--- config.mk ---
export PLATFORM = sky130hd
export DESIGN_NAME = clk_div_multi
export DESIGN_NICKNAME = d
export VERILOG_FILES = /design/src/rtl/clk_div_pkg.sv /design/src/rtl/clk_div_chan.sv /design/src/rtl/clk_div_multi.sv
export SDC_FILE = /design/constraint.sdc
export NUM_CORES = 1
export LEC_CHECK = 0
export BUFFER_PORTS_ARGS = -buffer_cell sky130_fd_sc_hd__buf_2
export CAP_MARGIN = 25
export CORE_ASPECT_RATIO = 1.25
export CORE_UTILIZATION = 55
export CTS_CLUSTER_SIZE = 10
export DETAILED_ROUTE_END_ITERATION = 8
export GPL_ROUTABILITY_DRIVEN = 0
export GPL_TIMING_DRIVEN = 0
export MAX_ROUTING_LAYER = met4
export PLACE_DENSITY = 0.71
export SYNTH_ARGS = -nofsm -noshare
export SYNTH_HDL_FRONTEND = slang
export SYNTH_SLANG_ARGS = --single-unit
--- constraint.sdc ---
create_clock -name clk_in -period 7.9 [get_ports clk_in]
set_clock_uncertainty 0.1 [all_clocks]
set_input_delay 0.395 -clock clk_in [delete_from_list [all_inputs] [get_ports clk_in]]
set_output_delay 0.395 -clock clk_in [all_outputs]
set_load 0.005 [all_outputs]
--- src/rtl/clk_div_pkg.sv ---
// Shared constants for the programmable clock dividers: board clock rate and
// the half-period counts for the standard refresh, debounce and step rates.
package clk_div_pkg;

  localparam int unsigned SYS_CLK_HZ    = 100_000_000;
  localparam int          DEFAULT_CNT_W = 32;

  function automatic int unsigned half_count(input int unsigned freq_hz);
    return SYS_CLK_HZ / freq_hz / 2;
  endfunction

  localparam int unsigned HALF_480HZ = half_count(480);
  localparam int unsigned HALF_1KHZ  = half_count(1000);
  localparam int unsigned HALF_1HZ   = half_count(1);

endpackage

--- src/rtl/clk_div_chan.sv ---
// One divider channel: half-period counter with a shadowed half-period value
// that only takes effect at the end of a full period, or at once while idle.
module clk_div_chan
  import clk_div_pkg::*;
#(
  parameter int          CNT_W        = DEFAULT_CNT_W,
  parameter int unsigned DEFAULT_HALF = HALF_480HZ
) (
  input  logic             clk_in,
  input  logic             reset_n,
  input  logic             en,
  input  logic             resync,
  input  logic             wr,
  input  logic [CNT_W-1:0] wr_half,
  output logic             clk_out,
  output logic             tick,
  output logic             pending
);

  localparam logic [CNT_W-1:0] RESET_HALF = CNT_W'(DEFAULT_HALF);

  logic [CNT_W-1:0] cnt_q, cnt_d;
  logic [CNT_W-1:0] active_q, active_d;
  logic [CNT_W-1:0] shadow_q, shadow_d;
  logic             clk_q, clk_d;
  logic             tick_q, tick_d;
  logic             pending_q, pending_d;
  logic [CNT_W-1:0] wr_clamped;
  logic             idle;
  logic             toggle;
  logic             boundary;

  always_comb begin
    wr_clamped = (wr_half == '0) ? CNT_W'(1) : wr_half;
    idle       = !en || resync;
    toggle     = (cnt_q == active_q - CNT_W'(1));
    // A period ends on the high-to-low toggle; idling also counts as a boundary.
    boundary   = idle || (toggle && clk_q);

    cnt_d     = cnt_q + CNT_W'(1);
    clk_d     = clk_q;
    tick_d    = 1'b0;
    active_d  = active_q;
    shadow_d  = shadow_q;
    pending_d = pending_q;

    if (idle) begin
      cnt_d = '0;
      clk_d = 1'b0;
    end else if (toggle) begin
      cnt_d  = '0;
      clk_d  = !clk_q;
      tick_d = !clk_q;
    end

    if (boundary) begin
      if (wr) begin
        active_d  = wr_clamped;
        shadow_d  = wr_clamped;
        pending_d = 1'b0;
      end else if (pending_q) begin
        active_d  = shadow_q;
        pending_d = 1'b0;
      end
    end else if (wr) begin
      shadow_d  = wr_clamped;
      pending_d = 1'b1;
    end
  end

  always_ff @(posedge clk_in or negedge reset_n) begin
    if (!reset_n) begin
      cnt_q     <= '0;
      active_q  <= RESET_HALF;
      shadow_q  <= RESET_HALF;
      clk_q     <= 1'b0;
      tick_q    <= 1'b0;
      pending_q <= 1'b0;
    end else begin
      cnt_q     <= cnt_d;
      active_q  <= active_d;
      shadow_q  <= shadow_d;
      clk_q     <= clk_d;
      tick_q    <= tick_d;
      pending_q <= pending_d;
    end
  end

  assign clk_out = clk_q;
  assign tick    = tick_q;
  assign pending = pending_q;

endmodule

--- src/rtl/clk_div_multi.sv ---
// Multi-channel programmable clock divider: decodes the half-period write
// port and fans out to NUM_CH independent divider channels.
module clk_div_multi
  import clk_div_pkg::*;
#(
  parameter  int          NUM_CH       = 4,
  parameter  int          CNT_W        = DEFAULT_CNT_W,
  parameter  int unsigned DEFAULT_HALF = HALF_480HZ,
  localparam int          CH_W         = (NUM_CH > 1) ? $clog2(NUM_CH) : 1
) (
  input  logic              clk_in,
  input  logic              reset_n,
  input  logic [NUM_CH-1:0] en,
  input  logic              resync,
  input  logic              wr_en,
  input  logic [CH_W-1:0]   wr_ch,
  input  logic [CNT_W-1:0]  wr_half,
  output logic [NUM_CH-1:0] clk_out,
  output logic [NUM_CH-1:0] tick,
  output logic [NUM_CH-1:0] pending
);

  // Channel indices at or above NUM_CH match no instance, so such writes vanish.
  for (genvar gi = 0; gi < NUM_CH; gi++) begin : g_chan
    logic wr_sel;
    assign wr_sel = wr_en && (wr_ch == CH_W'(gi));

    clk_div_chan #(
      .CNT_W       (CNT_W),
      .DEFAULT_HALF(DEFAULT_HALF)
    ) u_chan (
      .clk_in (clk_in),
      .reset_n(reset_n),
      .en     (en[gi]),
      .resync (resync),
      .wr     (wr_sel),
      .wr_half(wr_half),
      .clk_out(clk_out[gi]),
      .tick   (tick[gi]),
      .pending(pending[gi])
    );
  end

endmodule

# --- Yosys cells after proc, flatten, opt, wreduce, memory -nomap -nowiden ---
# Cells that the tools add are included.
word_totals:
  wordCells: 122
  regBits: 396
  out_inout_bits: 12
  inputBits: 42
op_classes:
  n_reduce_logical: 42
  n_eq_ne: 7
  mux: 41
  add_sub_neg: 8
ops:
  columns: ["cell", "n"]
  rows:
  - ["32-bit two-way mux", 17]
  - ["32-bit by 1-bit adder with 32-bit output (second input constant)", 4]
  - ["32-bit == test", 4]
  - ["32-bit by 1-bit subtractor with 32-bit output (second input constant)", 4]
  - ["32-bit zero test", 1]
  - ["1-bit two-way mux", 24]
  - ["2-bit nonzero test", 12]
  - ["1-bit logical AND", 8]
  - ["1-bit zero test", 8]
  - ["1-bit logical OR", 8]
  - ["2-bit AND reduction", 4]
  - ["2-bit == test (second input constant)", 2]
  - ["2-bit by 1-bit == test with 1-bit output (second input constant)", 1]
  - ["2-bit zero test", 1]

# --- Logic depth before layout (Yosys ltp) ---
depth:
  depth_word: 5
  mapped_depth: 15
  depth_no_buf: 10

# --- By module ---
# Synthesis repeated with hierarchy kept, for this count alone.
hier_totals:
  hier_cells: 1942
  area_unflattened_um2: 21355.5
modules_own_cells:
  columns: ["module", "area_per_inst_um2", "cells_each", "seq_area_each_um2", "n_inst"]
  rows:
  - ["clk_div_chan at g_chan[0].u_chan ...", 5397.7, 483, 2502.4, 2]
  - ["clk_div_chan at g_chan[2].u_chan ...", 5261.3, 486, 2502.4, 2]
  - ["clk_div_multi", 37.5, 4, 0.0, 1]

# --- Least setup slack after synthesis ---
# OpenSTA, ideal clock, no wires.
synth_path:
  path_type: "register -> register"
  start: "reg g_chan[3].u_chan.active_q[1]"
  end: "reg g_chan[3].u_chan.active_q[15]"
  setup_time_ns: 0.081
  t_arrival_ns: 3.230
  path_buffers: 5
  required_time_ns: 7.719
  period_less_slack_ns: 3.411
  stages_incl_launch_ff: 16
  slack_ns: 4.489
  cell_sequence: "dfstp_2 > clkbuf_1 > inv_1 > ha_1 > nor3b_1 > nand4_1 > clkbuf_1 > o22ai_1 > or4b_2 > a211oi_1 > and4_1 > buf_4 > buf_6 > buf_6 > nor3_1 > a211oi_2"
synth_via:
  elab_chain_cells: 5
synth_lines:
  columns: ["element", "line", "rtl"]
  rows:
  - ["start, declared", "clk_div_chan.sv:23", "logic [CNT_W-1:0] active_q, active_d;"]
  - ["start signal, assigned", "clk_div_chan.sv:81", "active_q <= active_d;"]
  - ["32-bit by 1-bit subtractor with 32-bit output", "clk_div_chan.sv:36", "toggle = (cnt_q == active_q - CNT_W'(1));"]
  - ["32-bit == test", "clk_div_chan.sv:36", null]
  - ["1-bit logical AND", "clk_div_chan.sv:38", "boundary = idle || (toggle && clk_q);"]
  - ["1-bit logical OR", "clk_div_chan.sv:38", null]
  - ["2-bit AND reduction (no line)", null, null]
# No other way between the ends.
# A chain may end at the register's enable or synchronous reset.

# --- Worst setup path in the final report ---
layout_path:
  start: "reg g_chan[2].u_chan.active_q[5]"
  end: "reg g_chan[2].u_chan.cnt_q[27]"
layout_via:
  elab_chain_cells: 4
layout_lines:
  columns: ["element", "line", "rtl"]
  rows:
  - ["start, declared", "clk_div_chan.sv:23", null]
  - ["start signal, assigned", "clk_div_chan.sv:81", null]
  - ["32-bit by 1-bit subtractor with 32-bit output", "clk_div_chan.sv:36", null]
  - ["32-bit == test", "clk_div_chan.sv:36", null]
  - ["32-bit two-way mux", "clk_div_chan.sv:50", "end else if (toggle) begin"]
  - ["32-bit two-way mux", "clk_div_chan.sv:47", "if (idle) begin"]
  - ["named net g_chan[2].u_chan.cnt_d[27]", "clk_div_chan.sv:22", "logic [CNT_W-1:0] cnt_q, cnt_d;"]
  - ["end signal, assigned", "clk_div_chan.sv:80", "cnt_q <= cnt_d;"]
  - ["end, declared", "clk_div_chan.sv:22", null]
# The timed path passes the listed nets, and every way through them passes these cells.

==> impl_metrics.yaml <==
status:
  outcome: "complete, no violations"
placed_design:
  dp_cells: 2942
  place_ws_ns: 3.59
  io_buffers: 53
  dp_hpwl_mm: 42.9
critical_path:
  critPathRequiredTime_ns: 8.23
  cp_data_arrival_time_ns: 4.64
  slowest_delay_ns: 0.76
  reg2regPathDepth: 11
  crit_chain: "clkbuf_1, or4_1, clkbuf_1, nor4_2, nand3_1, xnor2_1, a211oi_1, nand4_1, o21ai_1, clkbuf_1, nor2_1"
  worstPathMaxFanout: 10
  start_kind: "flop"
  cp_common_cell: "clkbuf_1"
  rrSetupSlack_ns: 3.59
  end_kind: "flop"
  rr_endpoint: "g_chan[2].u_chan.cnt_q[27]$_DFF_PN0_"
  r2r-start: "g_chan[2].u_chan.active_q[5]$_DFFE_PN1P_"
  crit_type: "flop to flop"
  slowest_stage: "nor4_2"
synthesis:
  ys_warn_count: 0
  synth-main-ff-cell: "dfrtp_1"
  postSynthAreaPerCell_um2: 9.86
  synth-async-reset-ratio_pct: 100
  yosysUniqueCellTypes: 81
  ys_seq_area_share_pct: 43.5
  syn_area_um2: 23000
  synth_cells: 2334
  synth_nets: 2384
  synth_seq_cells: 396
  synth_edf_count: 0
cts:
  cts_resized: 0
  clk_latency_ns: 0.58
  htree_levels: 2
  cts_max_path_buffers: 3
  cts_hold_buf: 2
  path_clk_slew_ns: 0.06
  numCtsBuffers: 46
  clock_sinks: 396
  cts-root-buf: "clkbuf_16"
  cts_tree: "done"
  cts_setup_buffers: 0
final_layout:
  drive_gt1_share_pct: 17.7
  insertedDiodeCount: 0
  area_growth_pct: 10.5
  layout.nets: 2491
  fillerInstances: 3485
  final_cells: 3029
timing:
  min_period_over_period_pct: 54.5
  layout_min_cycle_time_ns: 4.31
  final-max-slew-violation-count: 0
  setup_slack_ns: 3.59
  worst_pin_slew_ns: 0.992
  max_freq_mhz: 232
  fin_tns_setup_ns: 0
  rsz0062_at_grt: "no"
  setup_viol: 0
  finalHoldViolations: 0
  slew_headroom_pct: 32.2
floorplanning:
  std_cell_rows: 83
  dieArea_um2: 42700
  fp.dieH_um: 231
  ioPinCount: 54
  die_x_um: 185
  initial_core_util_pct: 56.0
  coreArea_um2: 41100
global_route:
  groute.usage.overall_pct: 29.2
  grt_start_max_net_pins: 129
  grt-ovfl-total: 0
  grt_first_pass_wirelength_mm: 96.7
  antenna_found_initial: 1
  grt_pass1_vias: 18653
drt:
  wl_per_cell_um: 19.7
  dr.pass1.iters: 8
  drc: 0
  vias_per_cell: 6.19
  ant_nets: 0
  drt_wl_total_mm: 59.5
  drtIter0Drc: 1362
  vias: 18736
hold_path:
  hold_depth: 3
  hp-start: "en[2]"
  min_to: "g_chan[2].u_chan.clk_out$_DFFE_PN0P_"
  hold_path.class: "primary input to flop"
pwr:
  p_leak_nw: 10.1
  vdd_drop_max_uv: 204
  p_per_area_nw_per_um2: 242
job:
  cap_violations: 0
[synthesized netlist by cell type (63+ instances only)]
library cell | n | area share, %
dfrtp_1 | 316 | 34
nand2_1 | 84 | 1.4
xnor2_1 | 147 | 5.6
xor2_1 | 138 | 5.3
or3_1 | 83 | 2.3
nor3_1 | 118 | 2.6
clkbuf_1 | 129 | 2.1
nor2_1 | 265 | 4.3
mux2_2 | 164 | 8.0
dfstp_2 | 80 | 9.1
a211oi_1 | 63 | 2.1
nand3_1 | 65 | 1.4
[placed cells by master, fill, tap and decap left out, types with 13 or more instances in the layout]
| cell | Yosys | layout |
|---|---|---|
| dfrtp_1 | 316 | 316 |
| nor2_1 | 265 | 265 |
| mux2_2 | 164 | 164 |
| clkbuf_1 | 129 | 163 |
| xnor2_1 | 147 | 147 |
| xor2_1 | 138 | 138 |
| nor3_1 | 118 | 118 |
| nand2_1 | 84 | 84 |
| or3_1 | 83 | 83 |
| buf_2 | 27 | 80 |
| dfstp_2 | 80 | 80 |
| nand3_1 | 65 | 65 |
| a211oi_1 | 63 | 63 |
| nor4_1 | 62 | 62 |
| o221ai_1 | 62 | 62 |
| nand4_1 | 61 | 61 |
| clkbuf_16 | 0 | 47 |
| inv_1 | 35 | 35 |
| and3_1 | 35 | 35 |
| o21ai_0 | 28 | 28 |
| or4_1 | 28 | 28 |
| mux2_1 | 25 | 25 |
| nand2b_1 | 24 | 24 |
| a21oi_1 | 23 | 23 |
| nor2b_1 | 21 | 21 |
| and4_1 | 17 | 17 |
| buf_4 | 17 | 17 |
| or2_2 | 13 | 13 |
[worst max-delay path, delay by kind of cell, from the launching register on]
kind | cells | cell delay, ns
AO/OA/AOI/OAI | 2 | 0.89
AND/OR/NAND/NOR | 5 | 1.82
flip-flops | 1 | 0.36
buffers and inverters | 3 | 0.81
XOR/XNOR | 1 | 0.21
[registers in the layout (all words and copies together) (netlist names)]
register and flops:
g_chan.u_chan.clk_out 4, g_chan.u_chan.tick 4, g_chan.u_chan.cnt_q 128, g_chan.u_chan.active_q 128, g_chan.u_chan.shadow_q 128, g_chan.u_chan.pending 4
[area by class of cell]
class,count,area (um^2),share of cell area (%)
buffer,178,788,3.10
clock buffer,82,1320,5.18
clock inverter,2,17.5,0.0689
inverter,35,131,0.517
multi-input combinational,1725,12100,47.5
sequential,396,10000,39.4
tap,552,691,2.72
timing repair buffer,59,383,1.51
[per-stage QoR]
| step | util (%) | hold WS, ns | power (W) | instance area [um^2] |
|---|---|---|---|---|
| 6_report | 61.8 | 0.0723 | 0.00617 | 25400 |
| 5_1_grt | 61.8 | 0.0623 | 0.00647 | 25400 |
| 4_1_cts | 61.8 | 0.0459 | 0.00618 | 25400 |
| 3_5_place_dp | 58.5 | 0.289 | 0.00422 | 24100 |
| 3_3_place_gp | 58.3 | 0.377 | 0.00414 | 24000 |
| 2_1_floorplan | - | -0.000591 | 0.00376 | 23000 |
[routing by layer]
| layer | track usage (%) | up-vias | share of wire, % |
|---|---|---|---|
| met5 | - | - | 0 |
| met1 | 37.2 | 9204 | 42 |
| met3 | 4.05 | 202 | 5.8 |
| met2 | 46.3 | 640 | 47 |
| li1 | - | 8690 | - |
| met4 | 12.7 | 0 | 4.5 |
[where the power goes]
group          switching, W  internal (W)
clock              0.000832       0.00112
sequential         0.000264       0.00239
combinational      0.000889      0.000675
total               0.00199       0.00418
[cell families after synthesis]
kind of cell,after synthesis,synth area share [%]
buffers and inverters,213,4.00
adders and majority gates,8,0.435
AOI/OAI and AO/OA,296,9.92
and+or+nand+nor,942,21.8
muxes,193,9.42
DFF,396,43.5
xor gates and xnor gates,286,10.9
[worst max-delay path by stage]
stage	to	slack, ns	depth (start not counted)	from
finish	g_chan[2].u_chan.cnt_q[27]$_DFF_PN0_	3.59	11	g_chan[2].u_chan.active_q[5]$_DFFE_PN1P_
CTS	g_chan[2].u_chan.cnt_q[27]$_DFF_PN0_	3.58	11	g_chan[2].u_chan.active_q[5]$_DFFE_PN1P_
global placement	g_chan[0].u_chan.cnt_q[24]$_DFF_PN0_	-1.19	1	reset_n
global route	g_chan[2].u_chan.cnt_q[6]$_DFF_PN0_	3.28	11	g_chan[2].u_chan.active_q[5]$_DFFE_PN1P_
detailed placement	g_chan[2].u_chan.cnt_q[27]$_DFF_PN0_	3.59	11	g_chan[2].u_chan.active_q[5]$_DFFE_PN1P_
floorplan	g_chan[3].u_chan.active_q[15]$_DFFE_PN1P_	4.49	15	g_chan[3].u_chan.active_q[1]$_DFFE_PN1P_
Note: power is estimated with default switching activity, not from simulation.
